--- config.mk ---
export PLATFORM = sky130hd
export DESIGN_NAME = bit_ser_add_ctrl_flat
export DESIGN_NICKNAME = d
export VERILOG_FILES = /design/src/rtl/bit_ser_add_ctrl_if.sv /design/src/rtl/bit_ser_add_ctrl.sv /design/src/flat_wrapper.sv
export SDC_FILE = /design/constraint.sdc
export NUM_CORES = 1
export LEC_CHECK = 0
export CAP_MARGIN = 40
export CORE_ASPECT_RATIO = 1.25
export CORE_UTILIZATION = 30
export CTS_BUF_LIST = sky130_fd_sc_hd__clkbuf_4
export DETAILED_ROUTE_END_ITERATION = 16
export DONT_BUFFER_PORTS = 1
export GPL_TIMING_DRIVEN = 0
export SYNTH_ARGS = -nofsm -noshare
export SYNTH_HDL_FRONTEND = slang
export SYNTH_SLANG_ARGS = --single-unit
--- constraint.sdc ---
create_clock -name clk -period 4.63 [get_ports clk]
set_clock_uncertainty 0.2 [all_clocks]
set_input_delay 0.926 -clock clk [delete_from_list [all_inputs] [get_ports clk]]
set_output_delay 0.926 -clock clk [all_outputs]
set_load 0.01 [all_outputs]
--- src/rtl/bit_ser_add_ctrl_if.sv ---
// rtl/bit_ser_add_ctrl_if.sv - operand/result handshake bundle for the bit-serial adder sequencer
`timescale 1ns/1ps

interface bit_ser_add_ctrl_if #(
    parameter int WIDTH = 8
) ();
    logic             in_valid;
    logic             in_ready;
    logic [WIDTH-1:0] op_a;
    logic [WIDTH-1:0] op_b;
    logic             out_valid;
    logic             out_ready;
    logic [WIDTH:0]   result;

    // Requester / consumer side
    modport master (
        output in_valid,
        input  in_ready,
        output op_a,
        output op_b,
        input  out_valid,
        output out_ready,
        input  result
    );

    // Sequencer side
    modport slave (
        input  in_valid,
        output in_ready,
        input  op_a,
        input  op_b,
        output out_valid,
        input  out_ready,
        output result
    );
endinterface

--- src/rtl/bit_ser_add_ctrl.sv ---
// rtl/bit_ser_add_ctrl.sv - sequencer streaming parallel operands through an external bit-serial adder
`timescale 1ns/1ps

module bit_ser_add_ctrl #(
    parameter int WIDTH = 8
) (
    input  logic                 clk,
    input  logic                 clr_n,
    bit_ser_add_ctrl_if.slave    bus,
    input  logic                 abort,
    output logic                 busy,
    output logic                 add_a,
    output logic                 add_b,
    output logic                 add_en,
    output logic                 add_clr_n,
    input  logic                 add_sum,
    input  logic                 add_cout
);
    localparam int CW = $clog2(WIDTH) + 1;

    typedef enum logic [1:0] {
        IDLE  = 2'd0,
        CLEAR = 2'd1,
        SHIFT = 2'd2,
        DONE  = 2'd3
    } state_t;

    state_t           state;
    logic [WIDTH-1:0] a_sh;
    logic [WIDTH-1:0] b_sh;
    // Sum bits gathered so far; the last sum bit goes straight into result.
    logic [WIDTH-2:0] sum_sh;
    logic [CW-1:0]    cnt;
    logic [WIDTH:0]   result_q;
    logic             in_ready_q;
    logic             out_valid_q;
    logic             busy_q;
    logic             add_en_q;
    logic             add_clr_n_q;

    assign bus.in_ready  = in_ready_q;
    assign bus.out_valid = out_valid_q;
    assign bus.result    = result_q;
    assign busy          = busy_q;
    assign add_en        = add_en_q;
    assign add_clr_n     = add_clr_n_q;
    // Serial bits are forced low whenever the adder is not enabled.
    assign add_a         = add_en_q & a_sh[0];
    assign add_b         = add_en_q & b_sh[0];

    // Sequencer FSM with all control outputs registered alongside the state.
    always_ff @(posedge clk or negedge clr_n) begin
        if (!clr_n) begin
            state       <= IDLE;
            a_sh        <= '0;
            b_sh        <= '0;
            sum_sh      <= '0;
            cnt         <= '0;
            result_q    <= '0;
            in_ready_q  <= 1'b1;
            out_valid_q <= 1'b0;
            busy_q      <= 1'b0;
            add_en_q    <= 1'b0;
            add_clr_n_q <= 1'b1;
        end else begin
            case (state)
                IDLE: begin
                    if (bus.in_valid) begin
                        a_sh        <= bus.op_a;
                        b_sh        <= bus.op_b;
                        cnt         <= '0;
                        state       <= CLEAR;
                        in_ready_q  <= 1'b0;
                        busy_q      <= 1'b1;
                        add_clr_n_q <= 1'b0;
                    end
                end
                CLEAR: begin
                    add_clr_n_q <= 1'b1;
                    if (abort) begin
                        state      <= IDLE;
                        in_ready_q <= 1'b1;
                        busy_q     <= 1'b0;
                    end else begin
                        state    <= SHIFT;
                        add_en_q <= 1'b1;
                    end
                end
                SHIFT: begin
                    if (abort) begin
                        state      <= IDLE;
                        in_ready_q <= 1'b1;
                        busy_q     <= 1'b0;
                        add_en_q   <= 1'b0;
                    end else begin
                        sum_sh <= (WIDTH-1)'({add_sum, sum_sh} >> 1);
                        a_sh   <= a_sh >> 1;
                        b_sh   <= b_sh >> 1;
                        cnt    <= cnt + 1'b1;
                        if (cnt == CW'(WIDTH - 1)) begin
                            result_q    <= {add_cout, add_sum, sum_sh};
                            state       <= DONE;
                            add_en_q    <= 1'b0;
                            busy_q      <= 1'b0;
                            out_valid_q <= 1'b1;
                        end
                    end
                end
                DONE: begin
                    if (bus.out_ready) begin
                        state       <= IDLE;
                        out_valid_q <= 1'b0;
                        in_ready_q  <= 1'b1;
                    end
                end
                default: begin
                    state <= IDLE;
                end
            endcase
        end
    end
endmodule

--- src/flat_wrapper.sv ---
// flat-port wrapper written by rule: the top's interface ports become plain ports
module bit_ser_add_ctrl_flat 
#(
    parameter int WIDTH = 8
)
  (clk, clr_n, abort, busy, add_a, add_b, add_en, add_clr_n, add_sum, add_cout, bus_in_valid, bus_in_ready, bus_op_a, bus_op_b, bus_out_valid, bus_out_ready, bus_result);
  bit_ser_add_ctrl_if #(.WIDTH(WIDTH)) bus_i ();
  input  logic clk;
  input  logic clr_n;
  input  logic abort;
  output logic busy;
  output logic add_a;
  output logic add_b;
  output logic add_en;
  output logic add_clr_n;
  input  logic add_sum;
  input  logic add_cout;
  input wire logic [$bits(bus_i.in_valid)-1:0] bus_in_valid;
  output wire logic [$bits(bus_i.in_ready)-1:0] bus_in_ready;
  input wire logic [$bits(bus_i.op_a)-1:0] bus_op_a;
  input wire logic [$bits(bus_i.op_b)-1:0] bus_op_b;
  output wire logic [$bits(bus_i.out_valid)-1:0] bus_out_valid;
  input wire logic [$bits(bus_i.out_ready)-1:0] bus_out_ready;
  output wire logic [$bits(bus_i.result)-1:0] bus_result;
  assign bus_i.in_valid = bus_in_valid;
  assign bus_in_ready = bus_i.in_ready;
  assign bus_i.op_a = bus_op_a;
  assign bus_i.op_b = bus_op_b;
  assign bus_out_valid = bus_i.out_valid;
  assign bus_i.out_ready = bus_out_ready;
  assign bus_result = bus_i.result;
  bit_ser_add_ctrl #(.WIDTH(WIDTH)) u_core (.clk(clk), .clr_n(clr_n), .bus(bus_i), .abort(abort), .busy(busy), .add_a(add_a), .add_b(add_b), .add_en(add_en), .add_clr_n(add_clr_n), .add_sum(add_sum), .add_cout(add_cout));
endmodule
==> results of run 1 <==
==> worst paths after layout <==
kind,startpoint,endpoint,slack [ns],cells after the start
max reg2reg,u_core.state[0],u_core.bus.result[2],2.58,6
min in group clk,u_core.sum_sh[0],u_core.sum_sh[0],0.30,2
min,clr_n,u_core.cnt[1],0.03,0
min reg2reg,u_core.sum_sh[0],u_core.sum_sh[0],0.30,2
max,u_core.add_en,add_b,2.41,1
max in group asynchronous,clr_n,u_core.bus.in_ready,4.01,0
==> sequential cells by signal, summed over array words and instances (netlist names) <==
register and flops:
u_core.bus.out_valid 1, u_core.b_sh 8, u_core.state 2, u_core.sum_sh 7, u_core.cnt 4, u_core.add_clr_n 1
u_core.add_en 1, u_core.bus.in_ready 1, u_core.a_sh 8, u_core.bus.result 9, u_core.busy 1
==> layer usage <==
| layer | global-route usage (%) | up-vias |
|---|---|---|
| met4 | 5.45 | 0 |
| met1 | 13.5 | 676 |
| met2 | 21.8 | 27 |
| met5 | 0 | - |
| li1 | - | 687 |
| met3 | 4.25 | 6 |
==> metrics by stage <==
| stage | hold slack (ns) | utilization (%) |
|---|---|---|
| detailed placement | 0.269 | 32.9 |
| CTS | 0.0203 | 33.9 |
| floorplan | 0.242 | - |
| global route | 0.00564 | 33.9 |
| global placement | 0.261 | 32.9 |
| finish | 0.0342 | 33.9 |
==> where the power goes <==
group / switching [mW] / internal [mW] / total [mW]
clock: 0.130 / 0.0609 / 0.191
combinational: 0.197 / 0.155 / 0.352
sequential: 0.0801 / 0.492 / 0.572
total: 0.407 / 0.708 / 1.11
==> area by class of cell <==
cell class / instances / area share, %
buffer: 9 / 2.35
clock buffer: 5 / 1.68
clock inverter: 3 / 1.06
inverter: 5 / 0.839
multi-input combinational: 138 / 41.0
sequential: 43 / 48.2
tap: 87 / 4.87
==> placed cells by master (no fill, tap or decap), types with 6 or more instances in the layout <==
| cell | synthesis | routed |
|---|---|---|
| mux2_1 | 9 | 9 |
| dfrtp_1 | 41 | 41 |
| o21ai_1 | 15 | 15 |
| ha_1 | 6 | 6 |
| mux2i_1 | 17 | 17 |
| o21ai_0 | 8 | 8 |
| buf_2 | 6 | 6 |
| nand2_1 | 42 | 42 |
==> logic make-up (layout without fill, tap and decap cells) <==
logic type | after synthesis | after routing
AO/OA/AOI/OAI | 40 | 40
XOR/XNOR | 1 | 1
adder cells (fa/ha/maj) | 6 | 6
buffers and inverters | 14 | 22
flip-flops | 43 | 43
multiplexers | 27 | 27
AND/OR/NAND/NOR | 64 | 64
==> results.cfg, run 1 <==
[sta]
worst_pin_slew_ns = 0.438
drv_slew = 0
finalCritPeriodShare_pct = 48.0
period_needed_ns = 2.22
hold_viol = 0
final.setup.tns_ns = 0
relSlewSlack_pct = 70.8
worst_slack_ns = 2.41
rsz0062_at_grt = false
max_freq_ghz = 0.450
setup-violations-final = 0

[yosys]
synthMuxAreaShare_pct = 13.8
async_flop_share_pct = 100
ys_seq_area_share_pct = 52.2
synth-xor-area-share_pct = 0.424
syn-num-nets = 224
synth_top_area_cell = dfrtp_1
synth_top_family_by_area = simple AND/OR/NAND/NOR gates
synthFlopType = dfrtp_1
syn-cell-area_um2 = 2070
synth_fa_ha_area_share_pct = 3.63
synth_seq_cells = 43
synth_compound_area_share_pct = 12.2
yosysTopAreaCellShare_pct = 49.6
synth_area_leaders = dfrtp_1 (50%), mux2i_1 (8.2%), nand2_1 (7.6%), mux2_1 (4.9%), ha_1 (3.6%)
syn_area_per_cell_um2 = 10.6
synth-simple-area-share_pct = 14.3
ys_top_cells_by_count = nand2_1 (42), dfrtp_1 (41), mux2i_1 (17)
ys_types = 35
synth_edf_count = 0
ys_warn_count = 0
yosysMostFrequentCell = nand2_1
synth_cells = 195

[placement]
placedInstanceArea_um2 = 2180
numPlacedInstances = 282
dp_hpwl_mm = 2.94
numPortBuffers = 0
detailedPlace.worstSlack_ns = 2.36
finalWeightedCongestion = 0.776

[cts]
cts_buffer_depth = 2
path_clk_slew_ns = 0.14
ctsResizeCount = 0
cts.sinks = 43
clock-root-buffer = clkbuf_4
cts_hold_buf = 0
cts_tree = built
cts_buffers = 5
cts_setup_buffers = 0
htree_levels = 2
worstSkewPairLatency_ns = 0.36

[routing]
drt-total-wl_mm = 4.04
top_layer = met4
wl_met1_mm = 1.63
vias_per_cell = 4.81
post_drt_wl_per_cell_um = 13.9
drc = 0
drt_iter0_drc = 54
dr_wl_met3_um = 265
wl_met2_mm = 2.07
antenna_left = 0
vias = 1396
drtPass1Iterations = 3

[setup_path]
path_cells = and2_1
start_kind = register
cp.required_ns = 3.50
worstSetupEndpointType = output pin
critical_path.max_stage_delay_ns = 0.51
crit_buf_inv = 0
path_class = register to output pin
crit_family = flip-flops
cp.arrival_ns = 1.10
cp_slowest_cell = dfrtp_1
critPathMaxFanout = 5

[global_route]
grtUsageTotal_pct = 12.4
antenna_found_initial = 0
grt_pass1_wl_mm = 7.02
grt_pass1_vias = 1464
grt_max_degree = 44
grt_overflow = 0

[finish]
stdcell_count = 290
final_area_um2 = 2240
seqCellArea_um2 = 1080
drive_above_1_share_pct = 11.3
n_antenna_cell = 0
final_net_count = 231
multi_input_area_um2 = 917
fill_cells = 684
synthToLayoutAreaGrowth_pct = 8.23

[floorplan]
core_um2 = 6610
start_util_pct = 31.3
die_h_um = 94.8
die_w_um = 76.2
io_pins = 39
die_area_um2 = 7230
num_rows = 33

[power]
p_total_mw = 1.11
p_leak_nw = 1.03
ir_worst_vdd_uv = 146
power.density_nw_per_um2 = 498

[hold_path]
holdCritPathClass = primary input to asynchronous set/reset pin

[flow_run]
cap_violations = 0

[status]
outcome = finished clean
Power figures use the tool's default switching activity.
==> run 2: changes to the inputs <==
Clock period 4.63 ns to 2 ns, I/O delays scaled along.
==> results.cfg, run 2 (synthesis results as in run 1) <==
[floorplan]
die_area_um2 = 7230
core_um2 = 6610
die_h_um = 94.8
io_pins = 39
start_util_pct = 31.3
num_rows = 33
die_w_um = 76.2

[sta]
worst_pin_slew_ns = 0.417
hold_ws_ns = 0.0283
period_needed_ns = 1.90
drv_slew = 0
setup-violations-final = 0
hold_viol = 0
max_freq_ghz = 0.527
relSlewSlack_pct = 72.2
finalCritPeriodShare_pct = 94.9
final.setup.tns_ns = 0

[setup_path]
r2r-start = u_core.state[1]
critical_path.max_stage_delay_ns = 0.46
worstSetupEndpointType = register
critPathMaxFanout = 10
start_kind = register
cp_slowest_cell = dfrtp_1
path_class = register to register
endpoint = u_core.cnt[2]
path_cells = inv_1 > ha_1 > mux2i_2 > a21o_1 > buf_4 > nor3_1 > a211o_1
reg2reg_slack_ns = 0.10
cp.required_ns = 2.05
r2r-end = u_core.cnt[2]
critPathLaunch = u_core.state[1]
cp.arrival_ns = 1.95
reg2regPathDepth = 7

[finish]
largest_reg_flops = 9
stdcell_count = 298
final_net_count = 239
post-route-util_pct = 35.6
final_cell_mix = nand2_1 (41), dfrtp_1 (41), mux2i_1 (17)
fill_cells = 673
seqCellArea_um2 = 1080
n_antenna_cell = 0
synthToLayoutAreaGrowth_pct = 13.7
multi_input_area_um2 = 925
drive_above_1_share_pct = 13.7

[routing]
drtPass1Iterations = 4
post_drt_wl_per_cell_um = 13.8
drt-total-wl_mm = 4.10
drc = 0
vias = 1432
drt_iter0_drc = 30
antenna_left = 0
vias_per_cell = 4.81

[power]
clkPwrFrac_pct = 16.5
pwr-share-seq_pct = 49.5
pwr-share-comb_pct = 33.9
p_leak_nw = 1.08
sw_frac_of_total_pct = 36.8
p_total_mw = 2.66
switchingPower_uw = 977
power.density_nw_per_um2 = 1130
ir_worst_vdd_uv = 345
intPower_mw = 1.68

[global_route]
grtUsageTotal_pct = 12.5
grt_overflow = 0
grt_pass1_vias = 1506
antenna_found_initial = 0
grt_pass1_wl_mm = 7.09
grt_max_degree = 44

[cts]
cts_buffers = 5
path_clk_slew_ns = 0.13
htree_levels = 2
worstSkewPairLatency_ns = 0.35
clock-root-buffer = clkbuf_4
cts_tree = built
cts_buffer_depth = 2
cts.sinks = 43

[flow_run]
cap_violations = 0

[placement]
numPlacedInstances = 282
finalWeightedCongestion = 0.776
numPortBuffers = 0
dp_hpwl_mm = 2.94

[hold_path]
holdCritPathClass = primary input to register
hold_depth = 2

[status]
outcome = finished clean
[run 2: cell count changes in the layout (fill, tap and decap cells not counted)]
cell           change
a211oi_1           -1
a211oi_2           +1
buf_12             +1
buf_16             +1
buf_2              -1
buf_4              +2
clkbuf_4           +1
dlygate4sd3_1      +4
nand2_1            -1
nand2_2            +1
[run 2: stage by stage]
| step | cell area (µm²) | setup WS (ns) |
|---|---|---|
| 6_report | 2350 | 0.102 |
| 5_1_grt | 2350 | -0.0132 |
| 4_1_cts | 2330 | 0.0107 |
| 3_5_place_dp | 2180 | -0.0708 |
| 3_3_place_gp | 2180 | -0.0405 |
| 2_1_floorplan | 2070 | 0.158 |
[run 2: worst max-delay path, delay by kind of cell (launching register included)]
family                     cells  cell delay (ns)
muxes                          1             0.24
DFF                            1             0.46
buffers and inverters          2             0.28
adders and majority gates      1             0.19
and+or+nand+nor                1             0.06
AOI/OAI and AO/OA              2             0.37
[run 2: worst min path at each step]
stage	to	start
after floorplan	u_core.a_sh[0]	clr_n
after global placement	u_core.a_sh[2]	clr_n
after detailed placement	u_core.a_sh[2]	clr_n
after CTS	u_core.add_clr_n	bus_in_valid
after global routing	u_core.bus.out_valid	bus_out_ready
final	u_core.b_sh[6]	bus_op_b[6]
[run 2: layout make-up]
class / instances / share of cell area [%]
sequential: 43 / 45.9
multi-input combinational: 138 / 39.4
tap: 87 / 4.63
timing repair buffer: 8 / 4.37
buffer: 9 / 2.34
clock buffer: 5 / 1.60
clock inverter: 3 / 1.01
inverter: 5 / 0.799
[run 2: repair_timing]
action                                 CTS  global route
endpoints found under the hold margin   47             0
setup endpoints to repair               10            16
pin swaps                                1             1
hold buffers                             5             0
buffers inserted                         2             1
gates resized for setup                  0             3
[run 2: per-layer routing]
layer  track usage [%]  vias to the layer above  part of all wire (%)  routed length, µm
li1                  -                      699                     -                  -
met1              13.2                      685                    39               1610
met2              22.4                       38                    51               2100
met3              4.06                       10                   6.8                278
met4              6.25                        0                   2.7                110
met5                 0                        -                     0                  0
[run 2: power groups by stage]
stage	Combinational, mW	Sequential [mW]	Clock, mW
2_1_floorplan	0.684	1.29	0
3_3_place_gp	0.807	1.34	0
3_5_place_dp	0.831	1.35	0
4_1_cts	0.883	1.32	0.468
5_1_grt	1.02	1.36	0.493
6_report	0.902	1.32	0.439
==> run 3: changes to the inputs <==
Settings changed: RECOVER_POWER set to 25.
==> results.cfg, run 3 (synthesis results as in run 1) <==
[status]
outcome = finished clean

[cts]
worstSkewPairLatency_ns = 0.35
cts_buffer_depth = 2
htree_levels = 2
cts_tree = built
path_clk_slew_ns = 0.13
cts.sinks = 43
clock-root-buffer = clkbuf_4
cts_buffers = 5

[global_route]
grt_pass1_vias = 1506
antenna_found_initial = 0
grt_overflow = 0
grt_pass1_wl_mm = 7.09
grtUsageTotal_pct = 12.5
grt_max_degree = 44

[hold_path]
holdCritPathClass = primary input to register
hold_depth = 2
holdCritStartpoint = bus_op_b[6]

[placement]
numPortBuffers = 0
finalWeightedCongestion = 0.776
detailedPlace.worstSlack_ns = -0.0708
placedInstanceArea_um2 = 2180
dp_hpwl_mm = 2.94

[floorplan]
core_um2 = 6610
die_w_um = 76.2
io_pins = 39
start_util_pct = 31.3
die_h_um = 94.8
num_rows = 33
die_area_um2 = 7230

[routing]
drt_iter0_drc = 30
drt-total-wl_mm = 4.08
antenna_left = 0
drtPass1Iterations = 4
post_drt_wl_per_cell_um = 13.7
vias = 1424
vias_per_cell = 4.78
drc = 0

[sta]
max_freq_ghz = 0.527
worst_slack_ns = 0.103
final.setup.tns_ns = 0
finalCritPeriodShare_pct = 94.9
drv_slew = 0
period_needed_ns = 1.90
hold_viol = 0
setup-violations-final = 0
worst_pin_slew_ns = 1.06
relSlewSlack_pct = 29.3

[setup_path]
critPathMaxFanout = 10
path_cells = inv_1 > ha_1 > mux2i_2 > a21o_1 > buf_4 > nor3_1 > a211o_1
crit_buf_inv = 2
reg2regPathDepth = 7
reg2reg_slack_ns = 0.10
cp_slowest_cell = dfrtp_1
start_kind = register
cp.arrival_ns = 1.95
worstSetupEndpointType = register
path_class = register to register
critical_path.max_stage_delay_ns = 0.46
critPathLaunch = u_core.state[1]
cp.depth = 7
cp.required_ns = 2.05
r2r-start = u_core.state[1]
crit_family = flip-flops

[finish]
final_net_count = 239
largest_reg_flops = 9
final_cell_mix = nand2_1 (41), dfrtp_1 (41), mux2i_1 (17)
fill_cells = 676
synthToLayoutAreaGrowth_pct = 12.6
final_area_um2 = 2330
drive_above_1_share_pct = 13.7
n_antenna_cell = 0

[power]
pwr-share-comb_pct = 33.8
sw_frac_of_total_pct = 36.8
power.density_nw_per_um2 = 1140
ir_worst_vdd_uv = 345
p_leak_nw = 1.07
pwr-share-seq_pct = 49.6
intPower_mw = 1.67
switchingPower_uw = 975
clkPwrFrac_pct = 16.5

[flow_run]
cap_violations = 0
-- run 3: worst paths after layout --
path                             endpoint
min reg2reg                u_core.b_sh[0]
max in group asynchronous  u_core.a_sh[4]
max reg2reg                 u_core.cnt[2]
min in group asynchronous   u_core.cnt[1]
min                        u_core.b_sh[6]
max                         u_core.cnt[2]
-- run 3: what timing repair did --
| item | CTS | global route |
|---|---|---|
| gates resized for setup | 0 | 3 |
| hold buffers | 5 | 0 |
| endpoints found under the hold margin | 47 | 0 |
| buffers inserted | 2 | 1 |
| setup endpoints to repair | 10 | 16 |
| pin swaps | 1 | 1 |
-- run 3: area by class of cell --
cell class / count / area (µm²) / share of cell area [%]
plain buffers: 9 / 55.1 / 2.37
well taps: 87 / 109 / 4.68
inverters: 5 / 18.8 / 0.806
repair buffers: 8 / 80.1 / 3.44
flip-flops and latches: 43 / 1080 / 46.3
multi-input cells: 138 / 925 / 39.7
clock buffers: 5 / 37.5 / 1.61
clock inverters: 3 / 23.8 / 1.02
-- run 3: per-layer routing --
metal | up-vias | track usage (%) | share of wire (%)
met5 | - | 0 | 0
met4 | 0 | 6.25 | 2.7
met3 | 10 | 4.06 | 6.6
met2 | 35 | 22.4 | 51
met1 | 680 | 13.2 | 39
li1 | 699 | - | -
-- run 3: power groups by stage --
| stage | logic [mW] | clock network, mW | registers [mW] |
|---|---|---|---|
| floorplan | 0.684 | 0 | 1.29 |
| global placement | 0.807 | 0 | 1.34 |
| detailed placement | 0.831 | 0 | 1.35 |
| CTS | 0.883 | 0.468 | 1.32 |
| global route | 1.01 | 0.493 | 1.36 |
| finish | 0.896 | 0.438 | 1.32 |
-- run 3: worst register-to-register path, cell delays in order (launching register included) --
cell and delay (ns):
dfrtp_1 0.46, inv_1 0.10, ha_1 0.19, mux2i_2 0.24, a21o_1 0.15, buf_4 0.18, nor3_1 0.06, a211o_1 0.22
-- run 3: stage by stage --
| stage | power (mW) | hold slack (ns) | std cells | util, % |
|---|---|---|---|---|
| 2_1_floorplan | 1.97 | -0.0956 | 195 | - |
| 3_3_place_gp | 2.14 | -0.0937 | 282 | 32.9 |
| 3_5_place_dp | 2.18 | -0.0933 | 282 | 32.9 |
| 4_1_cts | 2.67 | 0.00933 | 297 | 35.3 |
| 5_1_grt | 2.86 | 0.0247 | 298 | 35.2 |
| 6_report | 2.65 | 0.0283 | 298 | 35.2 |
